## config.mk

```make
export PLATFORM = sky130hd
export DESIGN_NAME = pipe_rx_ts_detect
export DESIGN_NICKNAME = d
export VERILOG_FILES = /design/src/rtl/pipe_rx_ts_detect.sv
export SDC_FILE = /design/constraint.sdc
export NUM_CORES = 1
export LEC_CHECK = 0
export ABC_AREA = 1
export CAP_MARGIN = 20
export CORE_ASPECT_RATIO = 0.8
export CORE_MARGIN = 8
export CORE_UTILIZATION = 50
export CTS_BUF_LIST = sky130_fd_sc_hd__clkbuf_2
export DETAILED_ROUTE_END_ITERATION = 16
export MAX_ROUTING_LAYER = met4
export PLACE_DENSITY = 0.8
export SYNTH_ARGS = -nofsm -noshare
export SYNTH_HDL_FRONTEND = slang
export SYNTH_SLANG_ARGS = --single-unit
```

## constraint.sdc

```tcl
create_clock -name clk_125mhz -period 2.4 [get_ports clk_125mhz]
set_input_delay 0.36 -clock clk_125mhz [delete_from_list [all_inputs] [get_ports clk_125mhz]]
set_output_delay 0.36 -clock clk_125mhz [all_outputs]
set_load 0.05 [all_outputs]
```

## src/rtl/pipe_rx_ts_detect.sv

```systemverilog
// pipe_rx_ts_detect -- PIPE 16-bit receive-side TS1/TS2 ordered-set parser.
// Collects a 16-symbol training set (8 words W0..W7), extracts link/lane/
// N_FTS/rate/training-control fields, and counts consecutive identical sets
// for the LTSSM.
// Optional build macro: TS_POLARITY_DETECT_EN adds rx_pol_inv and accepts
// polarity-inverted TS identifiers.
module pipe_rx_ts_detect #(
  parameter int CONSEC_MAX = 8,
  parameter int CNT_W      = 4
) (
  input  logic             clk_125mhz,
  input  logic             reset_n,
  input  logic [15:0]      rxdata16,
  input  logic [1:0]       rxdatak16,
  input  logic             rxvalid16,
  input  logic             rxidle16,
  input  logic [2:0]       rxstatus,
  input  logic             clear_cnt,
  output logic             ts_valid,
  output logic             ts_is_ts2,
  output logic             ts_link_pad,
  output logic [7:0]       ts_link_num,
  output logic             ts_lane_pad,
  output logic [7:0]       ts_lane_num,
  output logic [7:0]       ts_nfts,
  output logic [7:0]       ts_rate,
  output logic [7:0]       ts_tctl,
  output logic [CNT_W-1:0] ts_consec,
  output logic             ts_consec_hit,
`ifdef TS_POLARITY_DETECT_EN
  output logic             rx_pol_inv,
`endif
  output logic             ts_err
);

  localparam logic [7:0] K_COM      = 8'hBC;
  localparam logic [7:0] K_PAD      = 8'hF7;
  localparam logic [7:0] ID_TS1     = 8'h4A;
  localparam logic [7:0] ID_TS2     = 8'h45;
  localparam logic [7:0] ID_TS1_INV = 8'hB5;
  localparam logic [7:0] ID_TS2_INV = 8'hBA;
  localparam logic [CNT_W-1:0] C_MAX = CNT_W'(CONSEC_MAX);

  typedef enum logic [1:0] {S_IDLE, S_COLLECT, S_DONE} state_t;

  state_t           r_state;
  logic [2:0]       r_wcnt;

  // Fields of the set currently being collected
  logic [7:0]       r_link;
  logic             r_link_pad;
  logic [7:0]       r_lane;
  logic             r_lane_pad;
  logic [7:0]       r_nfts;
  logic [7:0]       r_rate;
  logic [7:0]       r_tctl;
  logic [7:0]       r_id;

  // Registered outputs; they also serve as the previous-TS reference
  logic             r_ts_valid;
  logic             r_ts_is_ts2;
  logic             r_ts_link_pad;
  logic [7:0]       r_ts_link_num;
  logic             r_ts_lane_pad;
  logic [7:0]       r_ts_lane_num;
  logic [7:0]       r_ts_nfts;
  logic [7:0]       r_ts_rate;
  logic [7:0]       r_ts_tctl;
  logic [CNT_W-1:0] r_ts_consec;
  logic             r_ts_consec_hit;
  logic             r_ts_err;
  logic             r_ref_vld;

  logic [7:0]       w_lo;
  logic [7:0]       w_hi;
  logic             w_clean;
  logic             w_lo_com;
  logic             w_lo_pad;
  logic             w_hi_pad;
  logic             w_start;
  logic             w_both_data;
  logic             w_id_legal;
  logic             w_word_ok;
  logic             w_accept;
  logic             w_abort;
  logic             w_col_ts2;
  logic             w_fields_match;
  logic [CNT_W-1:0] w_consec_inc;
  logic [CNT_W-1:0] w_consec_nxt;

  assign w_lo        = rxdata16[7:0];
  assign w_hi        = rxdata16[15:8];
  // Status codes 100..111 are all receive errors
  assign w_clean     = rxvalid16 && !rxidle16 && (rxstatus < 3'b100);
  assign w_lo_com    = rxdatak16[0] && (w_lo == K_COM);
  assign w_lo_pad    = rxdatak16[0] && (w_lo == K_PAD);
  assign w_hi_pad    = rxdatak16[1] && (w_hi == K_PAD);
  assign w_both_data = (rxdatak16 == 2'b00);
  // A W0 needs COM low and a data or PAD link byte; COM+SKP/FTS is not a TS
  assign w_start     = w_clean && w_lo_com && (!rxdatak16[1] || w_hi_pad);

`ifdef TS_POLARITY_DETECT_EN
  logic w_col_inv;
  logic r_pol_inv;
  assign w_id_legal = (w_lo == ID_TS1) || (w_lo == ID_TS2) ||
                      (w_lo == ID_TS1_INV) || (w_lo == ID_TS2_INV);
  assign w_col_inv  = (r_id == ID_TS1_INV) || (r_id == ID_TS2_INV);
  assign rx_pol_inv = r_pol_inv;
`else
  assign w_id_legal = (w_lo == ID_TS1) || (w_lo == ID_TS2);
`endif

  assign w_col_ts2 = (r_id == ID_TS2) || (r_id == ID_TS2_INV);

  // Legality of the current word for the slot the collector expects next
  always_comb begin
    w_word_ok = 1'b0;
    case (r_wcnt)
      3'd1:    w_word_ok = w_clean && (!rxdatak16[0] || w_lo_pad) && !rxdatak16[1];
      3'd2:    w_word_ok = w_clean && w_both_data;
      3'd3:    w_word_ok = w_clean && w_both_data && w_id_legal && (w_hi == w_lo);
      3'd4, 3'd5, 3'd6, 3'd7:
               w_word_ok = w_clean && w_both_data && (w_lo == r_id) && (w_hi == r_id);
      default: w_word_ok = 1'b0;
    endcase
  end

  assign w_accept = (r_state == S_COLLECT) && w_word_ok && (r_wcnt == 3'd7);
  assign w_abort  = (r_state == S_COLLECT) && !w_word_ok;

  // The outputs hold the last accepted set, so they double as the reference
  assign w_fields_match = r_ref_vld &&
                          (r_ts_is_ts2   == w_col_ts2)  &&
                          (r_ts_link_pad == r_link_pad) && (r_ts_link_num == r_link) &&
                          (r_ts_lane_pad == r_lane_pad) && (r_ts_lane_num == r_lane) &&
                          (r_ts_nfts     == r_nfts)     && (r_ts_rate     == r_rate) &&
                          (r_ts_tctl     == r_tctl);
  assign w_consec_inc   = (r_ts_consec >= C_MAX) ? C_MAX : (r_ts_consec + CNT_W'(1));
  assign w_consec_nxt   = w_fields_match ? w_consec_inc : CNT_W'(1);

  // Field capture for the set in flight; a fresh W0 always reloads the link
  always_ff @(posedge clk_125mhz) begin
    if (w_start) begin
      r_link     <= w_hi;
      r_link_pad <= rxdatak16[1];
    end
    if (r_state == S_COLLECT) begin
      case (r_wcnt)
        3'd1: begin
          r_lane     <= w_lo;
          r_lane_pad <= rxdatak16[0];
          r_nfts     <= w_hi;
        end
        3'd2: begin
          r_rate <= w_lo;
          r_tctl <= w_hi;
        end
        3'd3:    r_id <= w_lo;
        default: ;
      endcase
    end
  end

  // Parser FSM with registered result, error and consecutive-count outputs
  always_ff @(posedge clk_125mhz or negedge reset_n) begin
    if (!reset_n) begin
      r_state         <= S_IDLE;
      r_wcnt          <= 3'd0;
      r_ts_valid      <= 1'b0;
      r_ts_err        <= 1'b0;
      r_ts_is_ts2     <= 1'b0;
      r_ts_link_pad   <= 1'b0;
      r_ts_link_num   <= 8'h00;
      r_ts_lane_pad   <= 1'b0;
      r_ts_lane_num   <= 8'h00;
      r_ts_nfts       <= 8'h00;
      r_ts_rate       <= 8'h00;
      r_ts_tctl       <= 8'h00;
      r_ts_consec     <= '0;
      r_ts_consec_hit <= 1'b0;
      r_ref_vld       <= 1'b0;
`ifdef TS_POLARITY_DETECT_EN
      r_pol_inv       <= 1'b0;
`endif
    end else begin
      r_ts_valid <= 1'b0;
      r_ts_err   <= 1'b0;
      case (r_state)
        // DONE lasts one cycle and examines its word exactly like IDLE
        S_IDLE, S_DONE: begin
          if (w_start) begin
            r_state <= S_COLLECT;
            r_wcnt  <= 3'd1;
          end else begin
            r_state <= S_IDLE;
          end
        end
        S_COLLECT: begin
          if (w_word_ok) begin
            if (r_wcnt == 3'd7) begin
              r_state       <= S_DONE;
              r_ts_valid    <= 1'b1;
              r_ts_is_ts2   <= w_col_ts2;
              r_ts_link_pad <= r_link_pad;
              r_ts_link_num <= r_link;
              r_ts_lane_pad <= r_lane_pad;
              r_ts_lane_num <= r_lane;
              r_ts_nfts     <= r_nfts;
              r_ts_rate     <= r_rate;
              r_ts_tctl     <= r_tctl;
            end else begin
              r_wcnt <= r_wcnt + 3'd1;
            end
          end else begin
            r_ts_err <= 1'b1;
            if (w_start) begin
              r_state <= S_COLLECT;
              r_wcnt  <= 3'd1;
            end else begin
              r_state <= S_IDLE;
            end
          end
        end
        default: r_state <= S_IDLE;
      endcase

      // Clear outranks both the accept update and the abort zeroing
      if (clear_cnt) begin
        r_ts_consec     <= '0;
        r_ts_consec_hit <= 1'b0;
        r_ref_vld       <= 1'b0;
      end else if (w_accept) begin
        r_ts_consec     <= w_consec_nxt;
        r_ts_consec_hit <= (w_consec_nxt >= C_MAX);
        r_ref_vld       <= 1'b1;
      end else if (w_abort) begin
        r_ts_consec     <= '0;
        r_ts_consec_hit <= 1'b0;
      end

`ifdef TS_POLARITY_DETECT_EN
      if (w_accept && w_col_inv) begin
        r_pol_inv <= 1'b1;
      end
`endif
    end
  end

  assign ts_valid      = r_ts_valid;
  assign ts_err        = r_ts_err;
  assign ts_is_ts2     = r_ts_is_ts2;
  assign ts_link_pad   = r_ts_link_pad;
  assign ts_link_num   = r_ts_link_num;
  assign ts_lane_pad   = r_ts_lane_pad;
  assign ts_lane_num   = r_ts_lane_num;
  assign ts_nfts       = r_ts_nfts;
  assign ts_rate       = r_ts_rate;
  assign ts_tctl       = r_ts_tctl;
  assign ts_consec     = r_ts_consec;
  assign ts_consec_hit = r_ts_consec_hit;

endmodule

```

After elaboration in Yosys (flattened, before gate mapping)
Cells that the tools add are included.
Operators by class
  reductions and logical operators: 45
  $lt $le $gt $ge: 3
  multiplexer cells: 24
  $add $sub $neg: 2
  eq/ne operators: 29
Operators by type and width (number)
  == test 8 bit: 8
  == test 8 bit (second input constant): 4
  logical AND 1 bit: 25
  == test 8 x 7 -> 1 bit (second input constant): 3
  2-to-1 mux 4 bit: 5
  == test 3 bit (second input constant): 4
  2-to-1 mux 1 bit: 11
  2-to-1 mux 3 bit: 3
  >= comparator 4 bit (second input constant): 2
  AND reduction 2 bit: 4
  == test 3 x 2 -> 1 bit (second input constant): 2
  one-hot mux 3 bit (2 select lines): 1
  adder 4 x 1 -> 4 bit (second input constant): 1
  zero test 1 bit: 4
  zero test 2 bit: 2
  logical OR 1 bit: 4
  2-to-1 mux 2 bit: 2
  one-hot mux 1 bit (4 select lines): 1
  one-hot mux 2 bit (2 select lines): 1
  nonzero test 2 bit: 2
  OR reduction 4 bit: 1
  adder 3 x 1 -> 3 bit (second input constant): 1
  == test 1 bit: 3
  == test 3 x 1 -> 1 bit (second input constant): 1
  other kinds (8): 8
Storage, ports and cells
  bits in registers: 106
  logic and storage cells: 126

Depth between registers and ports, before layout
  word-level depth: 15
  gate-level depth with buffers: 14
  depth with buffers taken out: 13

Least setup slack after synthesis
Ideal clock, no wire load.
  path type: register to register
  start point: register r_state[1]
  end point: register r_lane[0], enable pin
  required time: 2.010 ns
  path buffers: 0
  library setup time: 0.390 ns
  cell stages (with the launch flop): 4
  arrival: 1.487 ns
  slack: 0.523 ns
  path through: dfrtp_1 -> nor2_1 -> inv_1 -> nor2_1
Between the ends
  word-level cells in the longest chain between the ends: 2
RTL lines
  from (decl): RTL line 46  | state_t r_state;
  from (signal assigned): RTL line 167  | r_state <= S_IDLE;
  from (signal assigned): RTL line 192  | r_state <= S_COLLECT;
  from (signal assigned): RTL line 195  | r_state <= S_IDLE;
  == test 2 x 1 -> 1 bit: RTL line 147  | if (r_state == S_COLLECT) begin
  AND reduction 2 bit (no source line)
  to (signal assigned): RTL line 150  | r_lane <= w_lo;
  to (decl): RTL line 52  | logic [7:0] r_lane;
No other way between the ends.
A chain may end at the register's enable or synchronous reset.

Worst setup path in the final report
  start point: register r_ts_consec[2], in the netlist ts_consec[2]
  end point: output ts_consec[2]
RTL lines
  from (decl): RTL line 69  | logic [CNT_W-1:0] r_ts_consec;
  from (signal assigned): RTL line 233  | r_ts_consec <= w_consec_nxt;
  to (decl): RTL line 28  | output logic [CNT_W-1:0] ts_consec,
No word-level cell between the ends.

==> results.md <==
- Outcome: finished clean
- Root Driver: clkbuf_2
- Post-CTS setup buffers: 0
- Worst-margin pin slew: 0.5820 ns
- Worst EP required: 2.04 ns
- Gr ovfl total: 0
- Crit path kind: flip-flop to primary output
- Cells after DPL: 802
- Setup violations, final: 0
- CP Capture Type: primary output
- Synth Register Bits: 106
- Final min period: 2.298 ns
- Worst path arrival time: 1.94 ns
- Yosys Warn Count: 0
- Met2 Usage GRT: 31.78%
- Netlist Area Pre-Place: 5026 sq um
- Synth Instances: 570
- Kind of cell adding the most delay to the critical path: buffers and inverters
- Top cell type's share of synthesized area: 29.87%
- Syn_nets: 604
- Area Overhead vs Synth: 24.62%
- Die ar.: 13540 sq um
- Ant diodes: 0
- CP bufs+invs: 1
- Final worst slack: 0.1021 ns
- Cells along the critical path: clkdlybuf4s50_1
- Reg2reg start: r_wcnt[0]$_DFFE_PN0P_
- Worst setup SP type: flip-flop
- Post-synth EDFFs: 50
- Initial antenna violation count: 0
- Detailed placement HPWL: 9.603 mm
- Die H: 105.7 um
- Tot GR Track Use: 19.64%
- CTS Buf Count: 9
- Final period util: 95.75%
- Crit path largest cell delay: 0.83 ns
- Crit path max fanout: 4
- Nets: 712
- Sequential fraction of the synthesis area: 57.75%
- Bufs on Longest Clock Path: 2
- Vias/cell: 5.088
- Worst vdd ir: 255.9 uV
- Worst path slowest cell: clkdlybuf4s50_1
- P_leak: 2.972 nW
- Initial Util: 51.66%
- Post-route ant nets: 0
- Final-report hold violation count: 0
- Worst setup startpoint: ts_consec[2]$_DFFE_PN0P_
- Busiest grt layer: met2
- Non-Filler Instances: 819
- Later-pin clock latency in the skew report: 0.61 ns
- Sink Count: 106
- TritonRoute pass-1 iters: 5
- Max-slew headroom: 61.20%
- M3 GR Usage: 4.884%
- Synth area leaders: edfxtp_1 (30%), dfrtp_1 (28%), nand2_1 (15%), inv_1 (5.1%), nor2_1 (4.5%)
- Asr flop ratio synth: 52.83%
- Layout Skew: 0.03637 ns
- Post-route design area: 6264 sq um
- FMAX: 435.2 MHz
- Drt initial violations: 426
- Placer congestion estimate: 0.9487
- Routing usage on met1: 24.24%
- Die Width: 128.1 um
- Synth unique cells: 28
- Layout cell share with drive strength beyond 1: 8.638%
- Largest net degree at the start of global routing: 55
- Ports: 76
- Vias in the first global route: 4074
- Worst min path class: primary input to async pin
- Core area: 9729 sq um
- FP Rows: 32
- Post-DR wirelength/cell: 15.42 um
- Max_cap viols: 0
- Largest area contributor in the netlist: edfxtp_1
- Port Buf Inserts: 73
- Syn avg cell area: 8.818 sq um
- Filler cells: 799
- Place WS: -0.09343 ns
- Final Max Slew Viols: 0
- Most used DFF post-synth: dfrtp_1
- DRC viols: 0
- RSZ-0062 raised after global routing: false
- Total Wirelength: 12.63 mm
- CTS tree: built
- Via Count: 4167
- H-Tree Depth: 3
- Worst-path clk slew: 0.33 ns
- Pwr/cell area: 463.3 nW/um^2
- First-pass GRT wire length: 20.24 mm
- Area after DPL: 6126 sq um
cell families after synthesis:
logic type,share of synthesized area (%)
adder cells (fa/ha/maj),1.992
AND/OR/NAND/NOR,23.95
XOR/XNOR,3.311
buffers and inverters,6.920
AO/OA/AOI/OAI,6.074
flip-flops,57.75
path summary, 6_finish.rpt:
check,cells after the start,slack (ns),to
max,1,0.10,ts_consec[2]
min,2,0.25,ts_lane_num[5]$_DFFE_PN0P_
max reg2reg,10,0.17,r_wcnt[0]$_DFFE_PN0P_
min reg2reg,2,0.51,ts_nfts[6]$_DFFE_PN0P_
max in group asynchronous,3,1.57,ts_rate[2]$_DFFE_PN0P_
min in group clk_125mhz,2,0.37,r_ref_vld$_DFFE_PN0P_
synthesized netlist by cell type (5+ instances only):
cell type and instances:
a21oi_1 6, dfrtp_1 56, edfxtp_1 50, ha_1 8, inv_1 68, inv_2 5
nand2_1 202, nand3_1 10, nand4_1 12, nor2_1 60, nor3_1 6, o21ai_0 41
o21ai_1 7, xnor2_1 5, xor2_1 14
power by group:
part | leakage (nW) | internal (mW) | switching, mW
Clock | 0.0724 | 0.167 | 0.650
Sequential | 1.20 | 1.91 | 0.000446
Combinational | 1.70 | 0.0766 | 0.101
registers in the layout, indices dropped and copies added, names as in the netlist, 2 cells and up:
signal,cells
ts_lane_num,8
r_wcnt,3
r_link,8
ts_link_num,8
r_id,8
ts_rate,8
r_rate,8
r_state,2
r_lane,8
ts_consec,4
r_tctl,8
r_nfts,8
ts_nfts,8
ts_tctl,8
layer usage:
metal / wire, um / vias up
met5: 0 / -
met4: 146 / 0
met3: 1156 / 22
met2: 5860 / 206
met1: 5466 / 1916
li1: - / 2023
through the flow:
stage	total power, mW	util (%)	hold WS [ns]	setup TNS (ns)
4_1_cts	2.916	64.27	0.2419	0
3_5_place_dp	2.115	62.96	0.3942	-0.2419
5_1_grt	2.990	64.38	0.2382	0
2_1_floorplan	1.979	-	0.06441	0
3_3_place_gp	2.112	62.96	0.3875	-0.002570
6_report	2.902	64.38	0.2455	0
timing repair:
action,4_1_cts,5_1_grt
hold buffers,1,0
setup endpoints to repair,0,4
endpoints found under the hold margin,22,0
gates resized for setup,0,4
placed cells by master (no fill, tap or decap), types with 9 or more instances in the layout:
master / synthesis / layout
nand2_1: 202 / 202
inv_1: 68 / 68
nand4_1: 12 / 12
xor2_1: 14 / 14
dfrtp_1: 56 / 56
buf_4: 2 / 29
nor2_1: 60 / 60
edfxtp_1: 50 / 50
clkbuf_2: 0 / 9
nand3_1: 10 / 10
clkdlybuf4s50_1: 0 / 68
o21ai_0: 41 / 41
layout make-up:
class / count / area [sq um] / share of cell area, %
clock inverter: 7 / 72.57 / 1.159
multi-input combinational: 382 / 1775 / 28.35
clock buffer: 9 / 45.04 / 0.7191
inverter: 73 / 274.0 / 4.375
sequential: 106 / 2903 / 46.34
tap: 136 / 170.2 / 2.717
timing repair buffer: 106 / 1023 / 16.34
(Power assumes the default switching activity.)
